### config.mk
export PLATFORM = sky130hd
export DESIGN_NAME = multi_dataflow_cfg_master
export DESIGN_NICKNAME = d
export VERILOG_FILES = /design/src/rtl/multi_dataflow_cfg_master_pkg.sv /design/src/rtl/multi_dataflow_cfg_master.sv
export SDC_FILE = /design/constraint.sdc
export NUM_CORES = 1
export LEC_CHECK = 0
export CORE_MARGIN = 4
export CORE_UTILIZATION = 43
export CTS_CLUSTER_DIAMETER = 40
export DETAILED_ROUTE_END_ITERATION = 10
export PLACE_DENSITY = 0.75
export SETUP_SLACK_MARGIN = 0.15
export SYNTH_ARGS = -nofsm -noshare
export SYNTH_HDL_FRONTEND = slang
export SYNTH_SLANG_ARGS = --single-unit
### constraint.sdc
create_clock -name clk_i -period 2.73 [get_ports clk_i]
set_input_delay 0.4095 -clock clk_i [delete_from_list [all_inputs] [get_ports clk_i]]
set_output_delay 0.4095 -clock clk_i [all_outputs]
set_load 0.02 [all_outputs]
### src/rtl/multi_dataflow_cfg_master_pkg.sv
// multi_dataflow_cfg_master_pkg: register indices, offsets and types shared by the job launcher
package multi_dataflow_cfg_master_pkg;
  localparam logic [7:0] REG_IN_PEL_ADDR = 8'd0;
  localparam logic [7:0] REG_IN_SIZE_ADDR = 8'd1;
  localparam logic [7:0] REG_OUT_PEL_ADDR = 8'd2;
  localparam logic [7:0] REG_NB_ITER = 8'd3;
  localparam logic [7:0] REG_CNT_LIMIT_OUT_PEL = 8'd6;
  localparam logic [7:0] REG_IN_PEL_TRANS_SIZE = 8'd7;
  localparam logic [7:0] REG_IN_SIZE_TRANS_SIZE = 8'd16;
  localparam logic [7:0] REG_OUT_PEL_TRANS_SIZE = 8'd25;
  localparam logic [31:0] CNT_LEN = 32'd1024;
  localparam logic [31:0] CTRL_TRIGGER_OFFS = 32'h00;
  localparam logic [31:0] CTRL_ACQUIRE_OFFS = 32'h04;
  localparam logic [31:0] CTRL_STATUS_OFFS = 32'h0C;
  localparam int unsigned CFG_NB_WRITES = 8;
  typedef struct packed {
    logic [31:0] in_pel_addr;
    logic [31:0] in_size_addr;
    logic [31:0] out_pel_addr;
    logic [31:0] len;
  } job_desc_t;
  typedef enum logic [2:0] {
    CFG_IDLE, CFG_ACQUIRE, CFG_ACQ_WAIT, CFG_WRITE, CFG_TRIGGER, CFG_POLL, CFG_GAP, CFG_DONE
  } cfg_state_t;
endpackage

### src/rtl/multi_dataflow_cfg_master.sv
// multi_dataflow_cfg_master: launches one HWPE job per descriptor over the peripheral port
module multi_dataflow_cfg_master
  import multi_dataflow_cfg_master_pkg::*;
#(
  parameter int unsigned ID_WIDTH = 8,
  parameter logic [31:0] REGFILE_BASE = 32'h40,
  parameter int unsigned POLL_GAP = 16
) (
  input  logic                clk_i,
  input  logic                rst_ni,
  input  logic                job_valid_i,
  output logic                job_ready_o,
  input  job_desc_t           job_desc_i,
  output logic                done_o,
  output logic                err_o,
  output logic [7:0]          job_id_o,
  output logic                periph_req_o,
  input  logic                periph_gnt_i,
  output logic [31:0]         periph_add_o,
  output logic                periph_wen_o,
  output logic [3:0]          periph_be_o,
  output logic [31:0]         periph_data_o,
  output logic [ID_WIDTH-1:0] periph_id_o,
  input  logic                periph_r_valid_i,
  input  logic [31:0]         periph_r_data_i,
  input  logic [ID_WIDTH-1:0] periph_r_id_i
);
  localparam int unsigned GW = $clog2(POLL_GAP + 1);
  cfg_state_t state_q, state_d;
  job_desc_t desc_q, desc_d;
  logic req_q, req_d, pend_q, pend_d, err_q, err_d, acq_q, acq_d, wen_q, wen_d;
  logic [2:0] wcnt_q, wcnt_d;
  logic [GW-1:0] gap_q, gap_d;
  logic [7:0] job_id_q, job_id_d, widx;
  logic [31:0] add_q, add_d, data_q, data_d, wdat;
  logic rsp, unused_ok;
  assign rsp = periph_r_valid_i & ((req_q & periph_gnt_i) | pend_q);
  always_comb begin
    state_d = state_q;
    desc_d = desc_q;
    req_d = req_q;
    pend_d = pend_q;
    err_d = err_q;
    acq_d = acq_q;
    wcnt_d = wcnt_q;
    gap_d = gap_q;
    job_id_d = job_id_q;
    if (req_q && periph_gnt_i) begin
      req_d = 1'b0;
      pend_d = !periph_r_valid_i;
    end
    if (pend_q && periph_r_valid_i) pend_d = 1'b0;
    case (state_q)
      CFG_IDLE: if (job_valid_i) begin
        desc_d = job_desc_i;
        err_d = 1'b0;
        state_d = CFG_ACQUIRE;
      end
      CFG_ACQUIRE: if (!req_q && !pend_q) begin
        err_d = desc_q.len == '0 || desc_q.len > CNT_LEN;
        state_d = err_d ? CFG_DONE : CFG_ACQUIRE;
        req_d = !err_d;
      end else if (rsp) begin
        acq_d = 1'b1;
        gap_d = '0;
        wcnt_d = '0;
        job_id_d = periph_r_data_i[7:0];
        state_d = &periph_r_data_i ? CFG_GAP : CFG_WRITE;
        req_d = !(&periph_r_data_i);
      end
      CFG_WRITE: if (rsp) begin
        wcnt_d = wcnt_q + 3'd1;
        state_d = wcnt_q == 3'(CFG_NB_WRITES - 1) ? CFG_TRIGGER : CFG_WRITE;
        req_d = 1'b1;
      end
      CFG_TRIGGER: if (rsp) begin
        acq_d = 1'b0;
        gap_d = '0;
        state_d = CFG_GAP;
      end
      CFG_POLL: if (rsp) begin
        acq_d = 1'b0;
        gap_d = '0;
        state_d = |periph_r_data_i ? CFG_GAP : CFG_DONE;
      end
      CFG_GAP: begin
        gap_d = gap_q + 1'b1;
        if (gap_q == GW'(POLL_GAP - 1)) begin
          state_d = acq_q ? CFG_ACQUIRE : CFG_POLL;
          req_d = 1'b1;
        end
      end
      default: state_d = CFG_IDLE;
    endcase
  end
  always_comb begin
    case (wcnt_d)
      3'd0: begin widx = REG_IN_PEL_ADDR; wdat = desc_q.in_pel_addr; end
      3'd1: begin widx = REG_IN_SIZE_ADDR; wdat = desc_q.in_size_addr; end
      3'd2: begin widx = REG_OUT_PEL_ADDR; wdat = desc_q.out_pel_addr; end
      3'd3: begin widx = REG_NB_ITER; wdat = 32'd1; end
      3'd4: begin widx = REG_CNT_LIMIT_OUT_PEL; wdat = desc_q.len; end
      3'd5: begin widx = REG_IN_PEL_TRANS_SIZE; wdat = desc_q.len; end
      3'd6: begin widx = REG_IN_SIZE_TRANS_SIZE; wdat = desc_q.len; end
      default: begin widx = REG_OUT_PEL_TRANS_SIZE; wdat = desc_q.len; end
    endcase
    add_d = state_d == CFG_ACQUIRE ? CTRL_ACQUIRE_OFFS :
            state_d == CFG_POLL ? CTRL_STATUS_OFFS :
            state_d == CFG_WRITE ? REGFILE_BASE + {22'd0, widx, 2'b00} : CTRL_TRIGGER_OFFS;
    wen_d = state_d == CFG_ACQUIRE || state_d == CFG_POLL;
    data_d = state_d == CFG_WRITE ? wdat : '0;
  end
  always_ff @(posedge clk_i or negedge rst_ni) begin
    if (!rst_ni) begin
      state_q <= CFG_IDLE;
      desc_q <= '0;
      req_q <= 1'b0;
      pend_q <= 1'b0;
      err_q <= 1'b0;
      acq_q <= 1'b0;
      wcnt_q <= '0;
      gap_q <= '0;
      job_id_q <= '0;
      add_q <= '0;
      wen_q <= 1'b0;
      data_q <= '0;
    end else begin
      state_q <= state_d;
      desc_q <= desc_d;
      req_q <= req_d;
      pend_q <= pend_d;
      err_q <= err_d;
      acq_q <= acq_d;
      wcnt_q <= wcnt_d;
      gap_q <= gap_d;
      job_id_q <= job_id_d;
      add_q <= add_d;
      wen_q <= wen_d;
      data_q <= data_d;
    end
  end
  assign job_ready_o = state_q == CFG_IDLE;
  assign done_o = state_q == CFG_DONE;
  assign err_o = done_o & err_q;
  assign job_id_o = job_id_q;
  assign periph_req_o = req_q;
  assign periph_add_o = add_q;
  assign periph_wen_o = wen_q;
  assign periph_be_o = 4'hF;
  assign periph_data_o = data_q;
  assign periph_id_o = '0;
  assign unused_ok = ^periph_r_id_i;
endmodule

==> flow_summary.json <==
{
  "grt_pass1_vias": 6495,
  "status": "finished, violations left",
  "p_comb_share_pct": 42.5,
  "seq_power_share_pct": 38.2,
  "clk_pin_slew_ps": 70,
  "clkPwrFrac_pct": 19.2,
  "skew_ps": 12.11,
  "slew_violations": 0,
  "fmax_mhz": 348.6,
  "fin_crit_sh_pct": 105.1,
  "cts-buffers-inserted": 17,
  "synthTopCellsByCount": "dfrtp_1, mux2_2, buf_4",
  "die_y_um": 150.8,
  "drt_iter0_markers": 241,
  "ys_ff_latch": 190,
  "grt_usage_pct": 20.46,
  "synth_cell_type_count": 56,
  "die_area_um2": 22740,
  "powerDensity_nw_per_um2": 1015,
  "p_leak_nw": 5.346,
  "async_flop_share_pct": 100.0,
  "yosysTopAreaCellShare_pct": 54.23,
  "tightest_slew_ps": 618.2,
  "cts_tree": "built",
  "overflow": 0,
  "post_dp_cell_area_um2": 11660,
  "wire_per_inst_um": 18.97,
  "clock-sinks": 190,
  "hold_viol_final": 0,
  "cp.arrival_ps": 3180,
  "first_pass_iters": 4,
  "gp_congestion": 0.8116,
  "die-width_um": 150.8,
  "route.detailed.drc": 0,
  "end_kind": "flip-flop",
  "ys_warn_count": 0,
  "netlist.top_cell.by_area": "dfrtp_1",
  "coreArea_um2": 19780,
  "postRouteAntennaNets": 0,
  "dpl.cell_count": 1154,
  "diodes": 0,
  "fin_nets": 1105,
  "fin_util_pct": 64.38,
  "ir_worst_vdd_mv": 0.5132,
  "row_count": 51,
  "cts_buffer_depth": 2,
  "violations": "setup timing",
  "place.port_buffers": 215,
  "min_period_ps": 2869,
  "path_class": "reg -> reg",
  "worst_setup_path_start_kind": "flip-flop",
  "start_util_pct": 44.32,
  "setup_tns_ps": -3014,
  "slew_headroom_pct": 58.41,
  "synth_edf_count": 0,
  "vias": 6194,
  "dp_hpwl_um": 16190,
  "htree_levels": 4,
  "hold_ws_ps": 408.3,
  "grt_max_degree": 82,
  "antenna_found_initial": 1,
  "fillCellCount": 1568,
  "cp_data_required_time_ps": 3040,
  "synth_area_leaders": "dfrtp_1, mux2_2, buf_4",
  "clock_latency_ps": 430,
  "vias_per_cell": 5.153,
  "switching_share_pct": 33.47,
  "pre_cts_slack_ps": -616.2,
  "syn_inst": 677,
  "syn_avg_cell_area_um2": 12.95,
  "total_power_mw": 12.93,
  "drive_above_1_share_pct": 35.97,
  "grt_pass1_wl_um": 35980,
  "yosysMostFrequentCell": "dfrtp_1",
  "syn2layout_area_growth_pct": 45.27,
  "routed_wl_um": 22810,
  "ioPinCount": 262,
  "max_cap_violations": 0,
  "ys.flop_type": "dfrtp_1",
  "root_buffer": "clkbuf_16",
  "p_sw_mw": 4.327,
  "path_max_fanout": 7,
  "syn-cell-area_um2": 8767,
  "rsz0062_at_grt": "yes",
  "layoutNonFillerInstCount": 1202,
  "hold_path.class": "in -> reg",
  "design_area_um2": 12740,
  "synth.yosys.seq_area_share_pct": 54.23,
  "setup_violations": 32,
  "power.internal_mw": 8.602,
  "worst_slack_ps": -138.8
}
==> power groups by stage <==
| stage | logic (mW) | clock network, mW | registers, mW |
|---|---|---|---|
| floorplan | 3.21 | 0 | 4.91 |
| global placement | 4.86 | 0 | 4.91 |
| detailed placement | 4.98 | 0 | 4.93 |
| CTS | 5.35 | 2.54 | 4.92 |
| global route | 5.93 | 2.67 | 5.11 |
| finish | 5.50 | 2.49 | 4.94 |
==> final timing paths <==
| check | startpoint | slack (ps) | endpoint | cells past startpoint |
|---|---|---|---|---|
| max reg2reg | periph_req_o$_DFF_PN0_ | -140 | periph_data_o[20]$_DFF_PN0_ | 13 |
| max in group asynchronous | rst_ni | 1390 | desc_q[98]$_DFFE_PN0P_ | 3 |
| min reg2reg | gap_q[4]$_DFFE_PN0P_ | 480 | gap_q[4]$_DFFE_PN0P_ | 2 |
| max | periph_req_o$_DFF_PN0_ | -140 | periph_data_o[20]$_DFF_PN0_ | 13 |
| min | periph_r_valid_i | 410 | pend_q$_DFFE_PN0P_ | 2 |
| min in group asynchronous | rst_ni | 520 | gap_q[2]$_DFFE_PN0P_ | 2 |
==> final cells by class <==
class / count / area (um2) / share of cell area, %
clock buffers: 19 / 452.9 / 3.556
repair buffers: 272 / 2900 / 22.77
flip-flops and latches: 190 / 4757 / 37.35
inverters: 9 / 48.80 / 0.3831
clock inverters: 10 / 128.9 / 1.012
well taps: 265 / 331.6 / 2.603
multi-input cells: 437 / 4116 / 32.32
==> critical path: stages, from the launching register on <==
cell      delay, ps
dfrtp_2         360
a21o_1          150
and2_4          170
inv_4            40
ha_4            130
or3b_1          360
mux2_4          290
o221ai_4        160
buf_4           160
buf_12          150
buf_12          130
mux2_2          340
a221oi_2        270
nor3_2           60
==> repair_timing <==
item	in CTS	in global routing
gates resized for setup	31	18
pin swaps	20	20
cloned	3	1
endpoints found under the setup margin	37	35
hold endpoints to repair	50	0
hold buffers	1	0
setup buffers	8	6
==> kinds of logic (layout without fill, tap and decap cells) <==
| family | count (synthesis) | after routing | synth area share (%) |
|---|---|---|---|
| xor gates and xnor gates | 3 | 3 | 0.2998 |
| muxes | 170 | 170 | 21.95 |
| other | 2 | 38 | 0.08566 |
| DFF | 190 | 190 | 54.23 |
| AOI/OAI and AO/OA | 70 | 70 | 6.237 |
| and+or+nand+nor | 151 | 151 | 10.59 |
| adders and majority gates | 5 | 5 | 0.7136 |
| buffers and inverters | 86 | 310 | 5.894 |
==> registers in the layout (all words and copies together) (netlist names), 3 cells and up <==
register,flops
periph_add_o,6
gap_q,5
desc_q,128
job_id_o,8
periph_data_o,32
wcnt_q,3
state_q,3
==> routing by layer <==
| layer | up-vias | GRT usage, % | routed length [um] |
|---|---|---|---|
| met5 | - | 0 | 20 |
| met4 | 2 | 4.170 | 216 |
| met3 | 18 | 5.895 | 1394 |
| met2 | 151 | 33.58 | 11370 |
| met1 | 3108 | 27.29 | 9803 |
| li1 | 2915 | - | - |
==> layout by cell type (no fill, tap or decap), types with 3 or more instances in the layout <==
cell,synthesis,routed
clkbuf_16,0,18
nand2_1,11,11
mux2_4,0,27
inv_6,0,3
nor3_2,28,29
ha_1,5,4
dfrtp_1,190,188
clkdlybuf4s50_1,0,212
a31oi_1,3,3
buf_12,0,17
nor3_1,8,7
conb_1,2,38
buf_16,0,3
nand3_1,4,4
and2_1,5,4
and3_1,3,3
nor3b_1,3,3
nor4_1,17,13
a221oi_2,0,22
clkbuf_8,0,3
buf_6,0,5
nor2_1,44,44
a21oi_1,9,8
inv_1,6,5
nor4_2,2,4
a221oi_4,0,9
o21ai_0,9,9
nand4_1,12,12
mux2_2,160,140
buf_4,47,29
Note: power is estimated with default switching activity, not from simulation.
